<file path="src/rtl/pipe_ctrl_pkg.sv">
// Shared types and constants for the pipeline hazard/exception controller.
package pipe_ctrl_pkg;

    localparam int unsigned NUM_REGS = 5;
    localparam int unsigned ADDR_W   = 32;

    // Bit positions of the pipeline registers in stall/flush vectors
    localparam int unsigned PC_IDX     = 0;
    localparam int unsigned IFID_IDX   = 1;
    localparam int unsigned IDEXE_IDX  = 2;
    localparam int unsigned EXEMEM_IDX = 3;
    localparam int unsigned WB_IDX     = 4;

    typedef enum logic [1:0] {
        RUN,
        WAIT_MEM,
        FLUSH,
        HOLD
    } state_t;

    typedef struct packed {
        logic mem_req;
        logic exe_req;
        logic id_req;
        logic if_req;
    } stall_req_t;

    // ERET returns to the saved PC, any other exception enters the handler
    function automatic logic [ADDR_W-1:0] exc_target(input logic              eret,
                                                     input logic [ADDR_W-1:0] handler,
                                                     input logic [ADDR_W-1:0] epc);
        return eret ? epc : handler;
    endfunction

endpackage

</file>
<file path="src/rtl/pipe_ctrl_if.sv">
// Stall/flush/redirect bundle between the pipeline and its controller.
interface pipe_ctrl_if;
    import pipe_ctrl_pkg::*;

    logic                if_stall_req_i;
    logic                id_stall_req_i;
    logic                exe_stall_req_i;
    logic                mem_stall_req_i;
    logic                exc_valid_i;
    logic                eret_i;
    logic [ADDR_W-1:0]   exc_handler_i;
    logic [ADDR_W-1:0]   epc_i;
    logic [NUM_REGS-1:0] stall_o;
    logic [NUM_REGS-1:0] flush_o;
    logic                redirect_valid_o;
    logic [ADDR_W-1:0]   redirect_pc_o;
    logic                stall_timeout_o;

    modport master (
        output if_stall_req_i, id_stall_req_i, exe_stall_req_i, mem_stall_req_i,
        output exc_valid_i, eret_i, exc_handler_i, epc_i,
        input  stall_o, flush_o, redirect_valid_o, redirect_pc_o, stall_timeout_o
    );

    modport slave (
        input  if_stall_req_i, id_stall_req_i, exe_stall_req_i, mem_stall_req_i,
        input  exc_valid_i, eret_i, exc_handler_i, epc_i,
        output stall_o, flush_o, redirect_valid_o, redirect_pc_o, stall_timeout_o
    );

endinterface

</file>
<file path="src/rtl/stall_decode.sv">
// Deepest-requesting-stage priority: hold every register up to it, bubble the next one.
module stall_decode
    import pipe_ctrl_pkg::*;
(
    input  stall_req_t          req,
    output logic [NUM_REGS-1:0] stall,
    output logic [NUM_REGS-1:0] flush
);

    always_comb begin
        stall = '0;
        flush = '0;
        if (req.mem_req) begin
            stall = 5'b01111;
            flush = 5'b10000;
        end else if (req.exe_req) begin
            stall = 5'b00111;
            flush = 5'b01000;
        end else if (req.id_req) begin
            stall = 5'b00011;
            flush = 5'b00100;
        end else if (req.if_req) begin
            stall = 5'b00001;
            flush = 5'b00010;
        end
    end

endmodule

</file>
<file path="src/rtl/pipe_ctrl.sv">
// Pipeline controller: stall/flush generation, exception redirect sequencing
// and a sticky watchdog for stalls that never clear.
module pipe_ctrl
    import pipe_ctrl_pkg::*;
#(
    parameter int unsigned STALL_LIMIT = 1023
) (
    input  logic      clk,
    input  logic      rst,
    pipe_ctrl_if.slave bus
);

    localparam int unsigned CNT_W = $clog2(STALL_LIMIT + 1);

    state_t              state, state_next;
    logic [ADDR_W-1:0]   pend_pc, pend_pc_next;
    logic [ADDR_W-1:0]   exc_pc;
    logic [CNT_W-1:0]    stall_cnt, stall_cnt_next;
    logic                stall_timeout;
    stall_req_t          req;
    logic [NUM_REGS-1:0] dec_stall, dec_flush;
    logic [NUM_REGS-1:0] stall, flush;
    logic                redirect_valid;
    logic [ADDR_W-1:0]   redirect_pc;

    assign req.if_req  = bus.if_stall_req_i;
    assign req.id_req  = bus.id_stall_req_i;
    assign req.exe_req = bus.exe_stall_req_i;
    assign req.mem_req = bus.mem_stall_req_i;
    assign exc_pc      = exc_target(bus.eret_i, bus.exc_handler_i, bus.epc_i);

    stall_decode u_stall_decode (
        .req   (req),
        .stall (dec_stall),
        .flush (dec_flush)
    );

    always_ff @(posedge clk or posedge rst) begin
        if (rst) begin
            state   <= RUN;
            pend_pc <= '0;
        end else begin
            state   <= state_next;
            pend_pc <= pend_pc_next;
        end
    end

    // Exception sequencing; a blocked MEM stage defers the redirect until it drains
    always_comb begin
        state_next     = state;
        pend_pc_next   = pend_pc;
        stall          = dec_stall;
        flush          = dec_flush;
        redirect_valid = 1'b0;
        redirect_pc    = '0;
        case (state)
            RUN: begin
                if (bus.exc_valid_i) begin
                    if (bus.mem_stall_req_i) begin
                        pend_pc_next = exc_pc;
                        state_next   = WAIT_MEM;
                    end else begin
                        stall          = '0;
                        flush          = '1;
                        redirect_valid = 1'b1;
                        redirect_pc    = exc_pc;
                        state_next     = HOLD;
                    end
                end
            end
            WAIT_MEM: begin
                if (!bus.mem_stall_req_i) begin
                    state_next = FLUSH;
                end
            end
            FLUSH: begin
                stall          = '0;
                flush          = '1;
                redirect_valid = 1'b1;
                redirect_pc    = pend_pc;
                state_next     = HOLD;
            end
            HOLD: begin
                state_next = RUN;
            end
            default: begin
                state_next = RUN;
            end
        endcase
        if (rst) begin
            stall          = '0;
            flush          = '1;
            redirect_valid = 1'b0;
            redirect_pc    = '0;
        end
    end

    always_comb begin
        stall_cnt_next = '0;
        if (stall[PC_IDX]) begin
            stall_cnt_next = (stall_cnt == CNT_W'(STALL_LIMIT)) ? stall_cnt
                                                                : stall_cnt + CNT_W'(1);
        end
    end

    // Timeout flags on the same edge the count reaches the limit
    always_ff @(posedge clk or posedge rst) begin
        if (rst) begin
            stall_cnt     <= '0;
            stall_timeout <= 1'b0;
        end else begin
            stall_cnt <= stall_cnt_next;
            if (stall_cnt_next == CNT_W'(STALL_LIMIT)) begin
                stall_timeout <= 1'b1;
            end
        end
    end

    assign bus.stall_o          = stall;
    assign bus.flush_o          = flush;
    assign bus.redirect_valid_o = redirect_valid;
    assign bus.redirect_pc_o    = redirect_pc;
    assign bus.stall_timeout_o  = stall_timeout;

endmodule

</file>
<file path="src/flat_wrapper.sv">
// flat-port wrapper written by rule: the top's interface ports become plain ports
module pipe_ctrl_flat import pipe_ctrl_pkg::*;
#(
    parameter int unsigned STALL_LIMIT = 1023
)
  (clk, rst, bus_if_stall_req_i, bus_id_stall_req_i, bus_exe_stall_req_i, bus_mem_stall_req_i, bus_exc_valid_i, bus_eret_i, bus_exc_handler_i, bus_epc_i, bus_stall_o, bus_flush_o, bus_redirect_valid_o, bus_redirect_pc_o, bus_stall_timeout_o);
  pipe_ctrl_if bus_i ();
  input  logic clk;
  input  logic rst;
  input wire logic [$bits(bus_i.if_stall_req_i)-1:0] bus_if_stall_req_i;
  input wire logic [$bits(bus_i.id_stall_req_i)-1:0] bus_id_stall_req_i;
  input wire logic [$bits(bus_i.exe_stall_req_i)-1:0] bus_exe_stall_req_i;
  input wire logic [$bits(bus_i.mem_stall_req_i)-1:0] bus_mem_stall_req_i;
  input wire logic [$bits(bus_i.exc_valid_i)-1:0] bus_exc_valid_i;
  input wire logic [$bits(bus_i.eret_i)-1:0] bus_eret_i;
  input wire logic [$bits(bus_i.exc_handler_i)-1:0] bus_exc_handler_i;
  input wire logic [$bits(bus_i.epc_i)-1:0] bus_epc_i;
  output wire logic [$bits(bus_i.stall_o)-1:0] bus_stall_o;
  output wire logic [$bits(bus_i.flush_o)-1:0] bus_flush_o;
  output wire logic [$bits(bus_i.redirect_valid_o)-1:0] bus_redirect_valid_o;
  output wire logic [$bits(bus_i.redirect_pc_o)-1:0] bus_redirect_pc_o;
  output wire logic [$bits(bus_i.stall_timeout_o)-1:0] bus_stall_timeout_o;
  assign bus_i.if_stall_req_i = bus_if_stall_req_i;
  assign bus_i.id_stall_req_i = bus_id_stall_req_i;
  assign bus_i.exe_stall_req_i = bus_exe_stall_req_i;
  assign bus_i.mem_stall_req_i = bus_mem_stall_req_i;
  assign bus_i.exc_valid_i = bus_exc_valid_i;
  assign bus_i.eret_i = bus_eret_i;
  assign bus_i.exc_handler_i = bus_exc_handler_i;
  assign bus_i.epc_i = bus_epc_i;
  assign bus_stall_o = bus_i.stall_o;
  assign bus_flush_o = bus_i.flush_o;
  assign bus_redirect_valid_o = bus_i.redirect_valid_o;
  assign bus_redirect_pc_o = bus_i.redirect_pc_o;
  assign bus_stall_timeout_o = bus_i.stall_timeout_o;
  pipe_ctrl #(.STALL_LIMIT(STALL_LIMIT)) u_core (.clk(clk), .rst(rst), .bus(bus_i));
endmodule
</file>
<file path="config.mk">
export PLATFORM = sky130hd
export DESIGN_NAME = pipe_ctrl_flat
export DESIGN_NICKNAME = d
export VERILOG_FILES = /design/src/rtl/pipe_ctrl_pkg.sv /design/src/rtl/pipe_ctrl_if.sv /design/src/rtl/stall_decode.sv /design/src/rtl/pipe_ctrl.sv /design/src/flat_wrapper.sv
export SDC_FILE = /design/constraint.sdc
export NUM_CORES = 1
export LEC_CHECK = 0
export BUFFER_PORTS_ARGS = -buffer_cell sky130_fd_sc_hd__buf_2
export CORE_AREA = 2 2 102 104
export DETAILED_ROUTE_END_ITERATION = 6
export DIE_AREA = 0 0 104 106
export GPL_TIMING_DRIVEN = 1
export SLEW_MARGIN = 10
export SYNTH_ARGS = -nofsm -noshare
export SYNTH_HDL_FRONTEND = slang
export SYNTH_SLANG_ARGS = --single-unit
</file>
<file path="constraint.sdc">
create_clock -name clk -period 2.8 [get_ports clk]
set_clock_uncertainty 0.05 [all_clocks]
set_input_delay 0.14 -clock clk [delete_from_list [all_inputs] [get_ports clk]]
set_output_delay 0.14 -clock clk [all_outputs]
set_load 0.02 [all_outputs]
</file>
==> tab_implementation.tex <==
\begin{tabular}{lr}
\hline
Metric & Value \\
\hline
\multicolumn{2}{l}{\textbf{Floorplan}} \\
I/O Pins & 116 \\
Site Rows & 37 \\
Core outline area & 0.0100 mm2 \\
Area of the die & 0.0110 mm2 \\
Die H & 106 um \\
Starting density of the core & 0.289 \\
Die extent in x & 104 um \\
\multicolumn{2}{l}{\textbf{Drt}} \\
Number of design-rule violations left by the first detailed-router iteration & 140 \\
Number of vias per cell & 4.86 \\
Remaining antenna violation count & 0 \\
Mean routed wirelength per cell & 13.8 um \\
Vias & 2714 \\
Drc violations & 0 \\
Overall routed net length & 7670 um \\
First drt pass iteration count & 4 \\
\multicolumn{2}{l}{\textbf{STA}} \\
Slew headroom & 0.447 \\
Top achievable clock speed & 0.399 GHz \\
Worst setup slack after layout & 0.295 ns \\
Summed negative setup slack over all endpoints & 0 ns \\
Tcrit/Tclk final & 0.895 \\
Final max-slew violation count & 0 \\
Slew @ Worst Pin & 0.830 ns \\
Setup-failing EPs final & 0 \\
Hold violation count in the final report & 0 \\
Unrepaired setup endpoints after global routing & false \\
Final Critical Period & 2.51 ns \\
\multicolumn{2}{l}{\textbf{Finish}} \\
FILL cells & 1059 \\
Final cell area excluding filler cells & 0.00367 mm2 \\
Combined area of the multi-input logic cells & 0.00165 mm2 \\
Share of layout cells above drive strength 1 & 0.391 \\
\# nets final & 497 \\
Antenna diode count & 0 \\
Area Growth Syn to Fin & 26.9\% \\
Sequential cell area & 0.00113 mm2 \\
\multicolumn{2}{l}{\textbf{GRT}} \\
Number of antenna violations at the first check in global routing & 0 \\
Global-route wire length before repair & 13200 um \\
Largest net degree at the start of global routing & 46 \\
GRT Residual Overflow & 0 \\
Overall fraction of global-route tracks in use & 0.143 \\
Vias in the first global route & 2723 \\
\multicolumn{2}{l}{\textbf{Setup path}} \\
Launching point of the worst reg2reg path & u\_core.state[0] \\
Arrival time of data at the critical path endpoint & 2.32 ns \\
Buf+Inv Stages, Crit Path & 3 \\
Cell count of the worst reg-to-reg path & 7 \\
Sort of element at the start of the critical path & flop \\
Largest stage delay on the critical path & 0.72 ns \\
Worst path most repeated cell & sky130\_fd\_sc\_hd\_\_inv\_1 \\
Setup slack, reg-to-reg & 0.34 ns \\
Reg-to-reg endpoint & u\_core.bus.stall\_timeout\_o \\
Cells along the critical path & inv\_1 > ha\_1 > and3b\_1 > or4\_1 > inv\_1 > buf\_2 \\
Cell family with the largest share of critical-path delay & simple AND/OR/NAND/NOR gates \\
Req. time, crit path & 2.61 ns \\
Highest net fanout along the worst path & 10 \\
Slowest cell on the critical path & sky130\_fd\_sc\_hd\_\_or4\_1 \\
WS Path Type & flop to primary output \\
Critical path capture point type & primary output \\
\multicolumn{2}{l}{\textbf{Synthesis}} \\
Largest cells by area after synthesis & sky130\_fd\_sc\_hd\_\_dfrtp\_1 (39\%), sky130\_fd\_sc\_hd\_\_mux2\_2 (13\%), sky130\_fd\_sc\_hd\_\_mux2i\_1 (5.2\%) \\
Count of mapped cells out of synthesis & 319 \\
Xor and xnor fraction of the mapped netlist area & 0.00909 \\
Area share of the largest cell type after synthesis & 0.390 \\
Post-synthesis net count & 395 \\
Combined area of all synthesized cells & 0.00289 mm2 \\
FF+latch count, synth & 45 \\
Async S/R FF share, synth & 1.00 \\
Compound-gate portion of the synthesized area & 0.172 \\
Number of distinct library cell variants in the gate-level netlist after synthesis & 40 \\
Simple logic cell fraction of the synthesized area & 0.184 \\
Number of enable flip-flop cells after synthesis & 0 \\
Average instance area after synthesis & 9.06 um2 \\
Commonest cells post-synth & sky130\_fd\_sc\_hd\_\_dfrtp\_1 (45), sky130\_fd\_sc\_hd\_\_nand2\_1 (35), sky130\_fd\_sc\_hd\_\_mux2\_2 (34) \\
Proportion of synthesized chip area in sequential cells & 0.390 \\
Post-synthesis share of cell area spent on full adders, half adders and majority gates & 0.0173 \\
Top-count cell post-synth & sky130\_fd\_sc\_hd\_\_dfrtp\_1 \\
Predominant post-synthesis flop cell & sky130\_fd\_sc\_hd\_\_dfrtp\_1 \\
Yosys warning total & 0 \\
Combinational family with the most area after synthesis & multiplexers \\
Largest area contributor in the synthesized netlist & sky130\_fd\_sc\_hd\_\_dfrtp\_1 \\
Multiplexer share of the synthesized area & 0.184 \\
\multicolumn{2}{l}{\textbf{Min path}} \\
Tightest Hold Check Type & input pin to asynchronous set/reset pin \\
\multicolumn{2}{l}{\textbf{Clocking}} \\
Post-CTS Hold Buffers & 0 \\
Worst-skew pair later-pin latency & 0.29 ns \\
Root buffer cell & sky130\_fd\_sc\_hd\_\_clkbuf\_8 \\
Clock buffer count from CTS & 5 \\
H-tree level count & 2 \\
Post-CTS Setup Bufs & 0 \\
Count of clock tree sinks & 45 \\
Post-cts resize count & 0 \\
Max Buffers Root-to-Sink & 2 \\
TritonCTS clock tree & done \\
Clock-pin transition on the worst setup and hold timing paths & 0.09 ns \\
\multicolumn{2}{l}{\textbf{Placement}} \\
Placement Setup Slack & 0.343 ns \\
Detailed placer's ending HPWL & 5600 um \\
Placer Congestion & 0.804 \\
PortBufs & 114 \\
Standard cell area after detailed placement & 0.00358 mm2 \\
\multicolumn{2}{l}{\textbf{Pwr}} \\
Maximum vdd drop & 0.000245 V \\
Sum of internal, switching and leakage power & 2.70 mW \\
LEAKAGE & 1.77 nW \\
Power Density & 736 mW/mm2 \\
\multicolumn{2}{l}{\textbf{Job}} \\
Maxcap violations & 0 \\
\multicolumn{2}{l}{\textbf{Status}} \\
Result of the run & completed \\
\hline
\end{tabular}
-- cells by family (layout without fill, tap and decap cells) --
kind of cell / Yosys count / count (layout)
and+or+nand+nor: 112 / 112
AOI/OAI and AO/OA: 74 / 74
muxes: 49 / 49
DFF: 45 / 45
buffers and inverters: 31 / 134
adders and majority gates: 4 / 4
xor gates and xnor gates: 3 / 3
other: 1 / 1
-- layout make-up --
class                      count  share of cell area
multi-input combinational    243               0.450
clock buffer                   6              0.0198
timing repair buffer         120               0.168
clock inverter                 2             0.00273
sequential                    45               0.307
inverter                       6             0.00614
tap                          136              0.0464
-- per-stage QoR --
step	instances	hold WS (ns)	util
after floorplan	319	0.268	-
after global placement	550	0.371	0.358
after detailed placement	550	0.379	0.358
after CTS	558	0.0498	0.367
after global routing	558	0.0776	0.367
final	558	0.0358	0.367
-- worst max path at each step --
stage | to | startpoint | slack (ns) | cells past startpoint
2_1_floorplan | bus_redirect_pc_o[28] | rst | 0.46 | 4
3_3_place_gp | u_core.bus.stall_timeout_o | u_core.state[0] | 0.42 | 7
3_5_place_dp | u_core.bus.stall_timeout_o | u_core.state[0] | 0.34 | 7
4_1_cts | bus_stall_o[0] | u_core.state[0] | 0.28 | 6
5_1_grt | bus_redirect_pc_o[16] | u_core.state[0] | 0.08 | 6
6_report | bus_stall_o[0] | u_core.state[0] | 0.29 | 6
-- sequential cells by signal, indices dropped and copies added, names as in the netlist --
register / cells
u_core.bus.stall_timeout_o: 1
u_core.pend_pc: 32
u_core.stall_cnt: 10
u_core.state: 2
-- routing by layer --
metal / up-vias / track usage / share of wire
met5: - / 0 / 0
met4: 0 / 0.0290 / 0.0077
met3: 6 / 0.0319 / 0.064
met2: 105 / 0.242 / 0.46
met1: 1262 / 0.188 / 0.47
li1: 1341 / - / -
-- worst min-delay path: stages --
cell	delay, ns
sky130_fd_sc_hd__buf_2	0.16
sky130_fd_sc_hd__inv_2	0.07
sky130_fd_sc_hd__buf_4	0.47
-- report_power, final --
part | internal (mW) | total (mW) | switching (mW)
Clock | 0.173 | 0.385 | 0.212
Sequential | 0.902 | 1.04 | 0.138
Combinational | 0.523 | 1.27 | 0.749
Total | 1.60 | 2.70 | 1.10
-- layout by cell type (no fill, tap or decap), types with 2 or more instances in the layout --
cell type,n
sky130_fd_sc_hd__o21ai_0,18
sky130_fd_sc_hd__nand3_1,4
sky130_fd_sc_hd__buf_2,114
sky130_fd_sc_hd__ha_1,4
sky130_fd_sc_hd__mux2_2,34
sky130_fd_sc_hd__and3_1,2
sky130_fd_sc_hd__nand2b_1,2
sky130_fd_sc_hd__or3_1,2
sky130_fd_sc_hd__a22oi_1,17
sky130_fd_sc_hd__and2_1,2
sky130_fd_sc_hd__clkbuf_8,5
sky130_fd_sc_hd__nor3_1,5
sky130_fd_sc_hd__nor2_1,33
sky130_fd_sc_hd__inv_1,5
sky130_fd_sc_hd__nand2_1,35
sky130_fd_sc_hd__and4_1,3
sky130_fd_sc_hd__nand4_1,2
sky130_fd_sc_hd__xor2_1,2
sky130_fd_sc_hd__a21oi_1,9
sky130_fd_sc_hd__dfrtp_1,45
sky130_fd_sc_hd__buf_4,6
sky130_fd_sc_hd__a31oi_1,3
sky130_fd_sc_hd__o31ai_1,16
sky130_fd_sc_hd__a21o_1,3
sky130_fd_sc_hd__mux2i_1,15
sky130_fd_sc_hd__a311oi_1,2
sky130_fd_sc_hd__clkinv_2,2
sky130_fd_sc_hd__nor2b_1,16
(Power assumes the default switching activity.)
